## config.mk

```make
export PLATFORM = sky130hd
export DESIGN_NAME = serial_add_ctrl_flat
export DESIGN_NICKNAME = d
export VERILOG_FILES = /design/src/rtl/serial_add_pkg.sv /design/src/rtl/serial_add_ctrl_if.sv /design/src/rtl/half_adder_cell.sv /design/src/rtl/serial_add_ctrl.sv /design/src/flat_wrapper.sv
export SDC_FILE = /design/constraint.sdc
export NUM_CORES = 1
export LEC_CHECK = 0
export CORE_MARGIN = 3
export CORE_UTILIZATION = 49
export CTS_CLUSTER_DIAMETER = 50
export DETAILED_ROUTE_END_ITERATION = 12
export PLACE_DENSITY = 0.75
export SETUP_SLACK_MARGIN = 0.5
export SYNTH_ARGS = -nofsm -noshare
export SYNTH_HDL_FRONTEND = slang
export SYNTH_HIERARCHICAL = 1
export SYNTH_SLANG_ARGS = --single-unit
```

## constraint.sdc

```tcl
create_clock -name clk -period 1.69 [get_ports clk]
set_input_delay 0.169 -clock clk [delete_from_list [all_inputs] [get_ports clk]]
set_output_delay 0.169 -clock clk [all_outputs]
set_load 0.01 [all_outputs]
```

## src/rtl/serial_add_pkg.sv

```systemverilog
// rtl/serial_add_pkg.sv - shared types and defaults for the bit-serial add sequencer
package serial_add_pkg;

    localparam int DEFAULT_WIDTH = 8;

    typedef enum logic [1:0] {
        IDLE = 2'd0,
        RUN  = 2'd1,
        DONE = 2'd2
    } state_t;

endpackage

```

## src/rtl/serial_add_ctrl_if.sv

```systemverilog
// rtl/serial_add_ctrl_if.sv - request/result bundle for serial_add_ctrl; sub exists only with SERIAL_ADD_SUB_EN
interface serial_add_ctrl_if #(
    parameter int WIDTH = serial_add_pkg::DEFAULT_WIDTH
);
    logic             start;
    logic [WIDTH-1:0] a;
    logic [WIDTH-1:0] b;
`ifdef SERIAL_ADD_SUB_EN
    logic             sub;
`endif
    logic             busy;
    logic             done;
    logic [WIDTH-1:0] sum;
    logic             cout;

`ifdef SERIAL_ADD_SUB_EN
    modport master (output start, a, b, sub, input busy, done, sum, cout);
    modport slave  (input start, a, b, sub, output busy, done, sum, cout);
`else
    modport master (output start, a, b, input busy, done, sum, cout);
    modport slave  (input start, a, b, output busy, done, sum, cout);
`endif

endinterface

```

## src/rtl/half_adder_cell.sv

```systemverilog
// rtl/half_adder_cell.sv - single-bit half adder cell
module half_adder_cell (
    input  logic a,
    input  logic b,
    output logic s,
    output logic c
);

    assign s = a ^ b;
    assign c = a & b;

endmodule

```

## src/rtl/serial_add_ctrl.sv

```systemverilog
// rtl/serial_add_ctrl.sv - LSB-first bit-serial adder sequencer; SERIAL_ADD_SUB_EN adds a subtract mode
module serial_add_ctrl
    import serial_add_pkg::*;
#(
    parameter int WIDTH = DEFAULT_WIDTH
) (
    input  logic             clk,
    input  logic             rst_n,
    serial_add_ctrl_if.slave bus
);

    localparam int CNT_W = $clog2(WIDTH);

    state_t             state;
    state_t             state_nxt;
    logic [WIDTH-1:0]   a_sh;
    logic [WIDTH-1:0]   b_sh;
    logic [WIDTH-1:0]   sum_q;
    logic               carry;
    logic               cout_q;
    logic [CNT_W-1:0]   cnt;
    logic               sub_in;
    logic               ha1_s;
    logic               ha1_c;
    logic               bit_s;
    logic               ha2_c;
    logic               fa_c;
    logic               last_bit;

`ifdef SERIAL_ADD_SUB_EN
    assign sub_in = bus.sub;
`else
    assign sub_in = 1'b0;
`endif

    half_adder_cell u_ha1 (.a(a_sh[0]), .b(b_sh[0]), .s(ha1_s), .c(ha1_c));
    half_adder_cell u_ha2 (.a(ha1_s),   .b(carry),   .s(bit_s), .c(ha2_c));

    assign fa_c     = ha1_c | ha2_c;
    assign last_bit = (cnt == CNT_W'(WIDTH - 1));

    always_ff @(posedge clk or negedge rst_n) begin
        if (!rst_n) state <= IDLE;
        else        state <= state_nxt;
    end

    always_comb begin
        state_nxt = state;
        case (state)
            IDLE:    if (bus.start) state_nxt = RUN;
            RUN:     if (last_bit)  state_nxt = DONE;
            DONE:    state_nxt = IDLE;
            default: state_nxt = IDLE;
        endcase
    end

    // Subtraction is a + ~b + 1: invert B at load and seed the carry.
    always_ff @(posedge clk or negedge rst_n) begin
        if (!rst_n) begin
            a_sh   <= '0;
            b_sh   <= '0;
            sum_q  <= '0;
            carry  <= 1'b0;
            cout_q <= 1'b0;
            cnt    <= '0;
        end else begin
            case (state)
                IDLE: begin
                    if (bus.start) begin
                        a_sh  <= bus.a;
                        b_sh  <= bus.b ^ {WIDTH{sub_in}};
                        carry <= sub_in;
                        cnt   <= '0;
                    end
                end
                RUN: begin
                    a_sh  <= a_sh >> 1;
                    b_sh  <= b_sh >> 1;
                    sum_q <= {bit_s, sum_q[WIDTH-1:1]};
                    carry <= fa_c;
                    cnt   <= cnt + 1'b1;
                    if (last_bit) cout_q <= fa_c;
                end
                default: ;
            endcase
        end
    end

    assign bus.busy = (state == RUN);
    assign bus.done = (state == DONE);
    assign bus.sum  = sum_q;
    assign bus.cout = cout_q;

endmodule

```

## src/flat_wrapper.sv

```systemverilog
// flat-port wrapper written by rule: the top's interface ports become plain ports
module serial_add_ctrl_flat import serial_add_pkg::*;
#(
    parameter int WIDTH = DEFAULT_WIDTH
)
  (clk, rst_n, bus_start, bus_a, bus_b, bus_busy, bus_done, bus_sum, bus_cout);
  serial_add_ctrl_if #(.WIDTH(WIDTH)) bus_i ();
  input  logic clk;
  input  logic rst_n;
  input wire logic [$bits(bus_i.start)-1:0] bus_start;
  input wire logic [$bits(bus_i.a)-1:0] bus_a;
  input wire logic [$bits(bus_i.b)-1:0] bus_b;
  output wire logic [$bits(bus_i.busy)-1:0] bus_busy;
  output wire logic [$bits(bus_i.done)-1:0] bus_done;
  output wire logic [$bits(bus_i.sum)-1:0] bus_sum;
  output wire logic [$bits(bus_i.cout)-1:0] bus_cout;
  assign bus_i.start = bus_start;
  assign bus_i.a = bus_a;
  assign bus_i.b = bus_b;
  assign bus_busy = bus_i.busy;
  assign bus_done = bus_i.done;
  assign bus_sum = bus_i.sum;
  assign bus_cout = bus_i.cout;
  serial_add_ctrl #(.WIDTH(WIDTH)) u_core (.clk(clk), .rst_n(rst_n), .bus(bus_i));
endmodule
```

# Yosys cells after proc, flatten, opt, wreduce, memory -nomap -nowiden

Cells that the tools add are included.

Input port bits: 19
Logic and storage cells: 34
Bits in registers: 31

Reductions and logical operators: 5
Add/subtract/negate cells: 1
Mux-type cells: 11
Equality and inequality tests: 5
Bitwise gates (word level): 5

Operators by type and width:

| operator                                       | count |
|---|---|
| case mux 8 bit (2 select lines)                | 2 |
| 2-to-1 mux 8 bit                               | 2 |
| case mux 3 bit (2 select lines)                | 1 |
| AND reduction 2 bit                            | 3 |
| 2-to-1 mux 2 bit                               | 2 |
| case mux 2 bit (2 select lines)                | 1 |
| adder 3 x 1 -> 3 bit (second input constant)   | 1 |
| == test 3 bit (second input constant)          | 1 |
| 2-to-1 mux 3 bit                               | 1 |
| AND 1 bit                                      | 2 |
| == test 2 x 1 -> 1 bit (second input constant) | 1 |
| == test 2 bit (second input constant)          | 1 |
| zero test 2 bit                                | 1 |
| != test 2 x 1 -> 1 bit (second input constant) | 1 |
| != test 2 bit (second input constant)          | 1 |
| case mux 1 bit (2 select lines)                | 1 |
| nonzero test 2 bit                             | 1 |
| XOR 1 bit                                      | 2 |
| 2-to-1 mux 1 bit                               | 1 |
| OR 1 bit                                       | 1 |

# Depth between registers and ports, before layout

Gate-level depths: netlist (run 1).

Depth in word-level cells: 4
Gate-level depth with buffers: 6

# By module

Netlist (run 1), hierarchy kept.

By module, submodules not included:

| module          | sequential area each (µm²) | cells an instance | area an instance (µm²) | times used |
|---|---|---|---|---|
| serial_add_ctrl | 775.7                      | 125               | 1363.8                 | 1 |
| half_adder_cell | 0.0                        | 1                 | 12.5                   | 2 |

# Least setup slack after synthesis (run 1)

No wires, ideal clock.

Path type: flip-flop to flip-flop
From: register u_core.state[0]
To: register u_core.a_sh[1]
Stages on the path, launching flop included: 6
Setup time: 0.121 ns
Period minus slack after synthesis: 1.198 ns
Data required time: 1.569 ns
Data arrival time: 1.077 ns
Buffers on the path: 2
Setup slack: 0.492 ns
Cell sequence: dfrtp_1 -> buf_6 -> nand2b_1 -> buf_6 -> o22a_1 -> o22a_1

Word-level cells in the longest chain between the ends: 3
Elaborated cells on any way between the ends: 6
Those cells by class: 2 x eq/ne; 1 x mux; 3 x reduce/logical

Ends and longest elaborated chain:

| element                                                       | RTL line              | text |
|---|---|---|
| start, declared                                               | serial_add_ctrl.sv:14 | `state_t state;` |
| start signal, assigned                                        | serial_add_ctrl.sv:44 | `else state <= state_nxt;` |
| == test 2 x 1 -> 1 bit or zero test 2 bit (tied branches)     | serial_add_ctrl.sv:67 | `case (state)` |
| nonzero test 2 bit (no line) or != test 2 bit (tied branches) | -                     |  |
| AND reduction 2 bit (no line)                                 | -                     |  |
| end signal, assigned                                          | serial_add_ctrl.sv:70 | `a_sh <= bus.a;` |
| end signal, assigned                                          | serial_add_ctrl.sv:77 | `a_sh <= a_sh >> 1;` |
| end, declared                                                 | serial_add_ctrl.sv:16 | `logic [WIDTH-1:0] a_sh;` |

Parallel ways exist; a longest one is shown, timed or not.
A chain may end at the register's enable or synchronous reset.

# Worst setup path in the final report (run 1)

From: register u_core.state[0]
To: output bus_done

Word-level cells in the longest chain between the ends: 1

Ends and longest elaborated chain:

| element       | RTL line              | text |
|---|---|---|
| == test 2 bit | serial_add_ctrl.sv:90 | `assign bus.done = (state == DONE);` |
| end, declared | flat_wrapper.sv:14    | `output wire logic [$bits(bus_i.done)-1:0] bus_done;` |

No other way between the ends.

==> results.sh, run 1 <==
export IMPL_synthSimpleGateAreaFrac_pct=16.3
export IMPL_grt_pass1_wl_um=5150
export IMPL_syn_area_um2=1390
export IMPL_synth_compound_area_share_pct=19.6
export IMPL_fmax_mhz=783
export IMPL_syn_area_per_cell_um2=10.9
export IMPL_relSlewSlack_pct=73.8
export IMPL_final_layout_size_suffix_gt1_share_pct=31.4
export IMPL_avgViaCountPerCell=5.83
export IMPL_tightest_slew_ns=0.393
export IMPL_critPathKind="reg -> out"
export IMPL_setup_violations=0
export IMPL_grt_total_usage_pct=20.0
export IMPL_critPathCaptureType="output pin"
export IMPL_drc=0
export IMPL_irDropWorstVdd_uv=1640
export IMPL_cts_sinks=31
export IMPL_critPathMaxFanout=3
export IMPL_rsz0062_at_grt="true"
export IMPL_gp_congestion=0.823
export IMPL_dieArea_um2=3510
export IMPL_hold_buffers=0
export IMPL_vias=1272
export IMPL_hold_path_class="in -> async"
export IMPL_final_antenna_net_count=0
export IMPL_grt_overflow=0
export IMPL_yosysUniqueCellTypes=24
export IMPL_worstPathRequired_ns=1.52
export IMPL_detail_route_wl_per_cell_um=18.5
export IMPL_r2r_end="u_core/b_sh[3]"
export IMPL_grt_pass1_vias=1144
export IMPL_netlist_instances=127
export IMPL_leakage_uw=0.000953
export IMPL_synth_fp_nets=150
export IMPL_synth_seq_cells=31
export IMPL_io_buffers=29
export IMPL_die_width_um=59.2
export IMPL_power_density_nw_per_um2=1870
export IMPL_start_kind="flop"
export IMPL_diodes=0
export IMPL_fin_crit_sh_pct=75.6
export IMPL_post_place_ws_ns=0.260
export IMPL_synth_warnings=6
export IMPL_area_growth_pct=50.7
export IMPL_synth_adder_area_share_pct=3.60
export IMPL_grt_max_degree=32
export IMPL_clk_path_buf_depth=2
export IMPL_stdcell_count=218
export IMPL_dp_hpwl_um=2010
export IMPL_fp_row_count=18
export IMPL_final_seq_area_um2=777
export IMPL_synthMuxAreaShare_pct=0
export IMPL_drt_iter0_drc=87
export IMPL_dp_cells=185
export IMPL_clock_root_buffer="clkbuf_4"
export IMPL_die_h_um=59.2
export IMPL_synth_xor_area_share_pct=0
export IMPL_layout_min_cycle_time_ns=1.28
export IMPL_cts_made_buffers=5
export IMPL_maxCapViolations=0
export IMPL_synth_top_family_by_area="compound AO/OA/AOI/OAI gates"
export IMPL_synth_async_reset_ratio_pct=100
export IMPL_layout_setup_ws_ns=0.412
export IMPL_critPathArrivalTime_ns=1.11
export IMPL_synth_edf_count=0
export IMPL_initial_utilization_pct=53.6
export IMPL_fin_nets=210
export IMPL_fin_skew_ns=0.00678
export IMPL_finalHoldViolCount=0
export IMPL_fillers=147
export IMPL_final_max_slew_viol_count=0
export IMPL_multiInputGateArea_um2=673
export IMPL_synth_flop_cell="dfrtp_1"
export IMPL_final_core_util_pct=80.8
export IMPL_core_area_um2=2590
export IMPL_antenna_found_initial=0
export IMPL_clk_latency_ns=0.33
export IMPL_wl_um=4040
export IMPL_yosysSeqAreaShare_pct=55.9
export IMPL_rr_worst_depth=4
export IMPL_cts_tree="done"
export IMPL_drt_first_pass_iters=4
export IMPL_htree_levels=2
export IMPL_io_pins=30
export IMPL_fin_tns_setup_ns=0
export IMPL_clk_pin_slew_ns=0.09
export IMPL_ff2ff_setup_slack_ns=0.42
export IMPL_outcome="complete, no violations"
export IMPL_timing_rr_start="u_core/state[0]"
layout make-up:
cell class              count  share of cell area, %
clock buffers               8                   3.29
inverters                   2                  0.359
multi-input cells          88                   32.2
flip-flops and latches     31                   37.1
well taps                  30                   1.79
repair buffers             59                   25.3
sequential cells by signal (all words and copies together) (netlist names):
| register | flops |
|---|---|
| u_core/bus.cout | 1 |
| u_core/a_sh | 8 |
| u_core/carry | 1 |
| u_core/b_sh | 8 |
| u_core/state | 2 |
| u_core/cnt | 3 |
| u_core/bus.sum | 8 |
worst max-delay path by stage:
stage / from / end / slack [ns] / cells past startpoint
finish: u_core/state[0] / bus_done / 0.41 / 3
global route: u_core/state[0] / u_core/a_sh[0] / 0.36 / 5
CTS: u_core/state[1] / bus_busy / 0.29 / 3
detailed placement: u_core/state[0] / bus_busy / 0.26 / 3
global placement: u_core/state[0] / bus_busy / 0.27 / 3
floorplan: u_core/state[0] / u_core/b_sh[6] / 0.51 / 5
cells in the final DEF (no fill, tap or decap), types with 2 or more instances in the layout:
master            n
o21ai_0           2
clkdlybuf4s50_1  18
dfrtp_1          30
clkbuf_8          2
a22o_1            2
nor2_4            4
nand2b_4          2
ha_4              3
inv_2             2
clkbuf_4          5
a21oi_1           2
o22a_1           18
o21ai_1           2
nand3b_1          5
buf_4            25
clkdlybuf4s15_1   8
nand2_1          30
buf_6             6
nand2b_1          2
nand3_1           3
a22oi_2           2
stage by stage:
step | instance area, µm² | total power [µW] | hold slack (ns)
global placement | 1710 | 2670 | 0.459
finish | 2090 | 3920 | 0.226
CTS | 1930 | 3470 | 0.229
detailed placement | 1710 | 2730 | 0.463
floorplan | 1400 | 2240 | -0.127
global route | 2090 | 4130 | 0.236
synth_stat cells (all sizes together), types with 3 or more instances:
library cell | n | area share, %
dfrtp | 31 | 56
nand2 | 30 | 8.1
o22a | 18 | 11
buf | 7 | 4.1
nand3b | 5 | 2.7
ha | 4 | 3.6
nor2 | 4 | 1.3
o21ai | 4 | 1.4
a21oi | 3 | 1.1
a22oi | 3 | 1.6
nand2b | 3 | 1.4
nand3 | 3 | 1.1
nor2b | 3 | 1.4
metal layers:
| metal | wire (µm) | track usage, % | vias up | share of wire (%) |
|---|---|---|---|---|
| met4 | 88 | 11.0 | 0 | 2.2 |
| met3 | 274 | 5.23 | 9 | 6.8 |
| met1 | 1560 | 25.0 | 623 | 39 |
| met2 | 2110 | 31.2 | 65 | 52 |
| li1 | - | - | 575 | - |
| met5 | 0 | 0 | - | 0 |
critical path, cell delays in order, from the launching register on:
cell	delay, ns
dfrtp_2	0.44
buf_6	0.13
nor2b_4	0.10
buf_6	0.10
timing repair:
item                       in CTS  in global routing
pin swaps                       6                 10
setup endpoints to repair      32                 31
resized for setup              28                 29
setup buffers                  15                  7
cloned                          3                  0
power by group:
group | switching, µW | total, µW | internal (µW)
registers | 242 | 1330 | 1090
logic | 954 | 2100 | 1140
clock network | 254 | 499 | 245
total | 1450 | 3920 | 2470
logic make-up after synthesis:
family / Yosys count
AND/OR/NAND/NOR: 49
adder cells (fa/ha/maj): 4
buffers and inverters: 9
flip-flops: 31
AO/OA/AOI/OAI: 34
No activity file was read; power rests on OpenSTA's default activity.
==> run 2: changes to the inputs <==
--- a/config.mk
+++ b/config.mk
@@ -6,10 +6,10 @@
 export NUM_CORES = 1
 export LEC_CHECK = 0
 export CORE_MARGIN = 3
-export CORE_UTILIZATION = 49
+export CORE_UTILIZATION = 44
 export CTS_CLUSTER_DIAMETER = 50
 export DETAILED_ROUTE_END_ITERATION = 12
-export PLACE_DENSITY = 0.75
+export PLACE_DENSITY = 0.71
 export SETUP_SLACK_MARGIN = 0.5
 export SYNTH_ARGS = -nofsm -noshare
 export SYNTH_HDL_FRONTEND = slang
==> constraint.sdc (replaced) <==
create_clock -name clk -period 1.06 [get_ports clk]
set_input_delay 0.106 -clock clk [delete_from_list [all_inputs] [get_ports clk]]
set_output_delay 0.106 -clock clk [all_outputs]
set_load 0.01 [all_outputs]
==> results.sh, run 2 (synthesis results as in run 1) <==
export IMPL_dieArea_um2=3870
export IMPL_hold_slack_ns=0.130
export IMPL_setup_violations=31
export IMPL_grt_overflow=0
export IMPL_finalHoldViolCount=0
export IMPL_irDropWorstVdd_uv=2140
export IMPL_clock_root_buffer="clkbuf_4"
export IMPL_layout_commonest_cell="dfrtp_1"
export IMPL_htree_levels=2
export IMPL_initial_utilization_pct=48.3
export IMPL_relSlewSlack_pct=68.1
export IMPL_design_area_um2=2230
export IMPL_cpPeakStageDelay_ns=0.77
export IMPL_swShare_pct=36.0
export IMPL_grt_pass1_vias=1259
export IMPL_dp_hpwl_um=2050
export IMPL_wl_um=3660
export IMPL_diodes=0
export IMPL_post_place_ws_ns=-0.365
export IMPL_maxCapViolations=0
export IMPL_die_h_um=62.2
export IMPL_final_max_slew_viol_count=0
export IMPL_clk_pin_slew_ns=0.10
export IMPL_gp_congestion=0.815
export IMPL_fin_crit_sh_pct=119
export IMPL_final_layout_size_suffix_gt1_share_pct=45.9
export IMPL_clk_path_buf_depth=2
export IMPL_fillers=188
export IMPL_io_pins=30
export IMPL_cts_made_buffers=5
export IMPL_critPathCaptureType="flop"
export IMPL_fin_nets=218
export IMPL_outcome="complete, but fails checks"
export IMPL_layout_common_cells="dfrtp_1 (30), buf_4 (26), nand2_1 (19), clkdlybuf4s50_1 (18), o22a_1 (18)"
export IMPL_layout_min_cycle_time_ns=1.26
export IMPL_drc=0
export IMPL_start_kind="primary input"
export IMPL_total_power_uw=6740
export IMPL_rsz0062_at_grt="true"
export IMPL_core_area_um2=2880
export IMPL_switching_power_uw=2420
export IMPL_violations="negative setup slack"
export IMPL_comb_power_share_pct=56.8
export IMPL_tightest_slew_ns=0.477
export IMPL_grt_total_usage_pct=18.5
export IMPL_avgViaCountPerCell=5.24
export IMPL_pwr_share_seq_pct=31.5
export IMPL_critPathMaxFanout=8
export IMPL_detail_route_wl_per_cell_um=15.4
export IMPL_area_growth_pct=60.6
export IMPL_clk_latency_ns=0.33
export IMPL_die_width_um=62.2
export IMPL_layout_setup_ws_ns=-0.204
export IMPL_power_density_nw_per_um2=3020
export IMPL_io_buffers=29
export IMPL_cts_sinks=31
export IMPL_drt_first_pass_iters=4
export IMPL_vias=1246
export IMPL_critPathArrivalTime_ns=1.48
export IMPL_fp_row_count=19
export IMPL_drt_iter0_drc=57
export IMPL_critical_path_slowest_cell="clkdlybuf4s50_1"
export IMPL_grt_pass1_wl_um=5660
export IMPL_hold_buffers=0
export IMPL_critPathKind="in -> reg"
export IMPL_worstPathRequired_ns=1.27
export IMPL_grt_max_degree=32
export IMPL_clkPwrFrac_pct=11.7
export IMPL_placed_cell_area_um2=1840
export IMPL_fmax_mhz=791
export IMPL_fin_skew_ns=0.00464
export IMPL_hold_path_class="in -> async"
export IMPL_leakage_uw=0.00103
export IMPL_final_antenna_net_count=0
export IMPL_path_cells="clkdlybuf4s50_1 -> nor2_4 -> buf_4 -> buf_6 -> a22oi_2 -> nand3_1"
export IMPL_cts_tree="done"
export IMPL_p_int_uw=4310
export IMPL_antenna_found_initial=0
run 2: cell types whose count changed in the layout (fill, tap and decap cells not counted), moves of 2 or more:
cell,delta
clkdlybuf4s15_1,-8
nand2_1,-11
a21oi_1,-2
nor2b_1,+2
buf_2,+10
buf_6,+3
buf_8,+2
nand2_2,+10
run 2: final cells by class:
cell class,instances,area [µm²],area share [%]
sequential,31,777,34.8
multi-input combinational,88,718,32.2
timing repair buffer,67,604,27.1
clock buffer,8,68.8,3.08
tap,42,52.6,2.36
inverter,2,10.0,0.449
run 2: critical path, delay by kind of cell:
family	cells	cell delay [ns]
AO/OA/AOI/OAI	1	0.13
buffers and inverters	3	1.04
AND/OR/NAND/NOR	2	0.20
run 2: worst paths after layout:
path	start	to	slack [ns]	cells past startpoint
worst max-delay path	bus_start	u_core/a_sh[0]	-0.20	6
worst min-delay path	rst_n	u_core/b_sh[4]	0.13	2
worst max register to register	u_core/state[0]	u_core/a_sh[0]	-0.18	6
worst min register to register	u_core/a_sh[6]	u_core/a_sh[6]	0.52	1
max in group asynchronous	rst_n	u_core/state[0]	0.75	2
min in group clk	bus_b[7]	u_core/b_sh[7]	0.32	3
run 2: per-stage QoR:
stage / utilization (%) / cells / setup TNS (ns)
after global placement: 63.8 / 205 / -6.35
after global routing: 77.6 / 238 / -5.60
final: 77.6 / 238 / -3.77
after floorplan: - / 127 / -1.03
after detailed placement: 63.8 / 205 / -7.21
after CTS: 72.9 / 228 / -3.79
run 2: repair_timing:
| item | 4_1_cts | 5_1_grt |
|---|---|---|
| resized for setup | 75 | 16 |
| endpoints found under the setup margin | 42 | 42 |
| pin swaps | 12 | 13 |
| cloned | 2 | 1 |
| setup buffers | 13 | 9 |
run 2: power groups by stage:
stage / Clock [µW] / Sequential (µW) / Combinational [µW]
after floorplan: 0 / 2100 / 1560
after global placement: 0 / 2090 / 2460
after detailed placement: 0 / 2110 / 2540
after CTS: 806 / 2100 / 3250
after global routing: 848 / 2180 / 4150
final: 791 / 2120 / 3830
run 2: routing by layer:
layer / vias up / track usage, % / wire (µm) / share of wire, %
li1: 593 / - / - / -
met2: 34 / 31.3 / 1920 / 52
met1: 611 / 21.9 / 1520 / 41
met5: - / 0 / 0 / 0
met4: 0 / 9.39 / 61 / 1.7
met3: 8 / 4.50 / 159 / 4.4
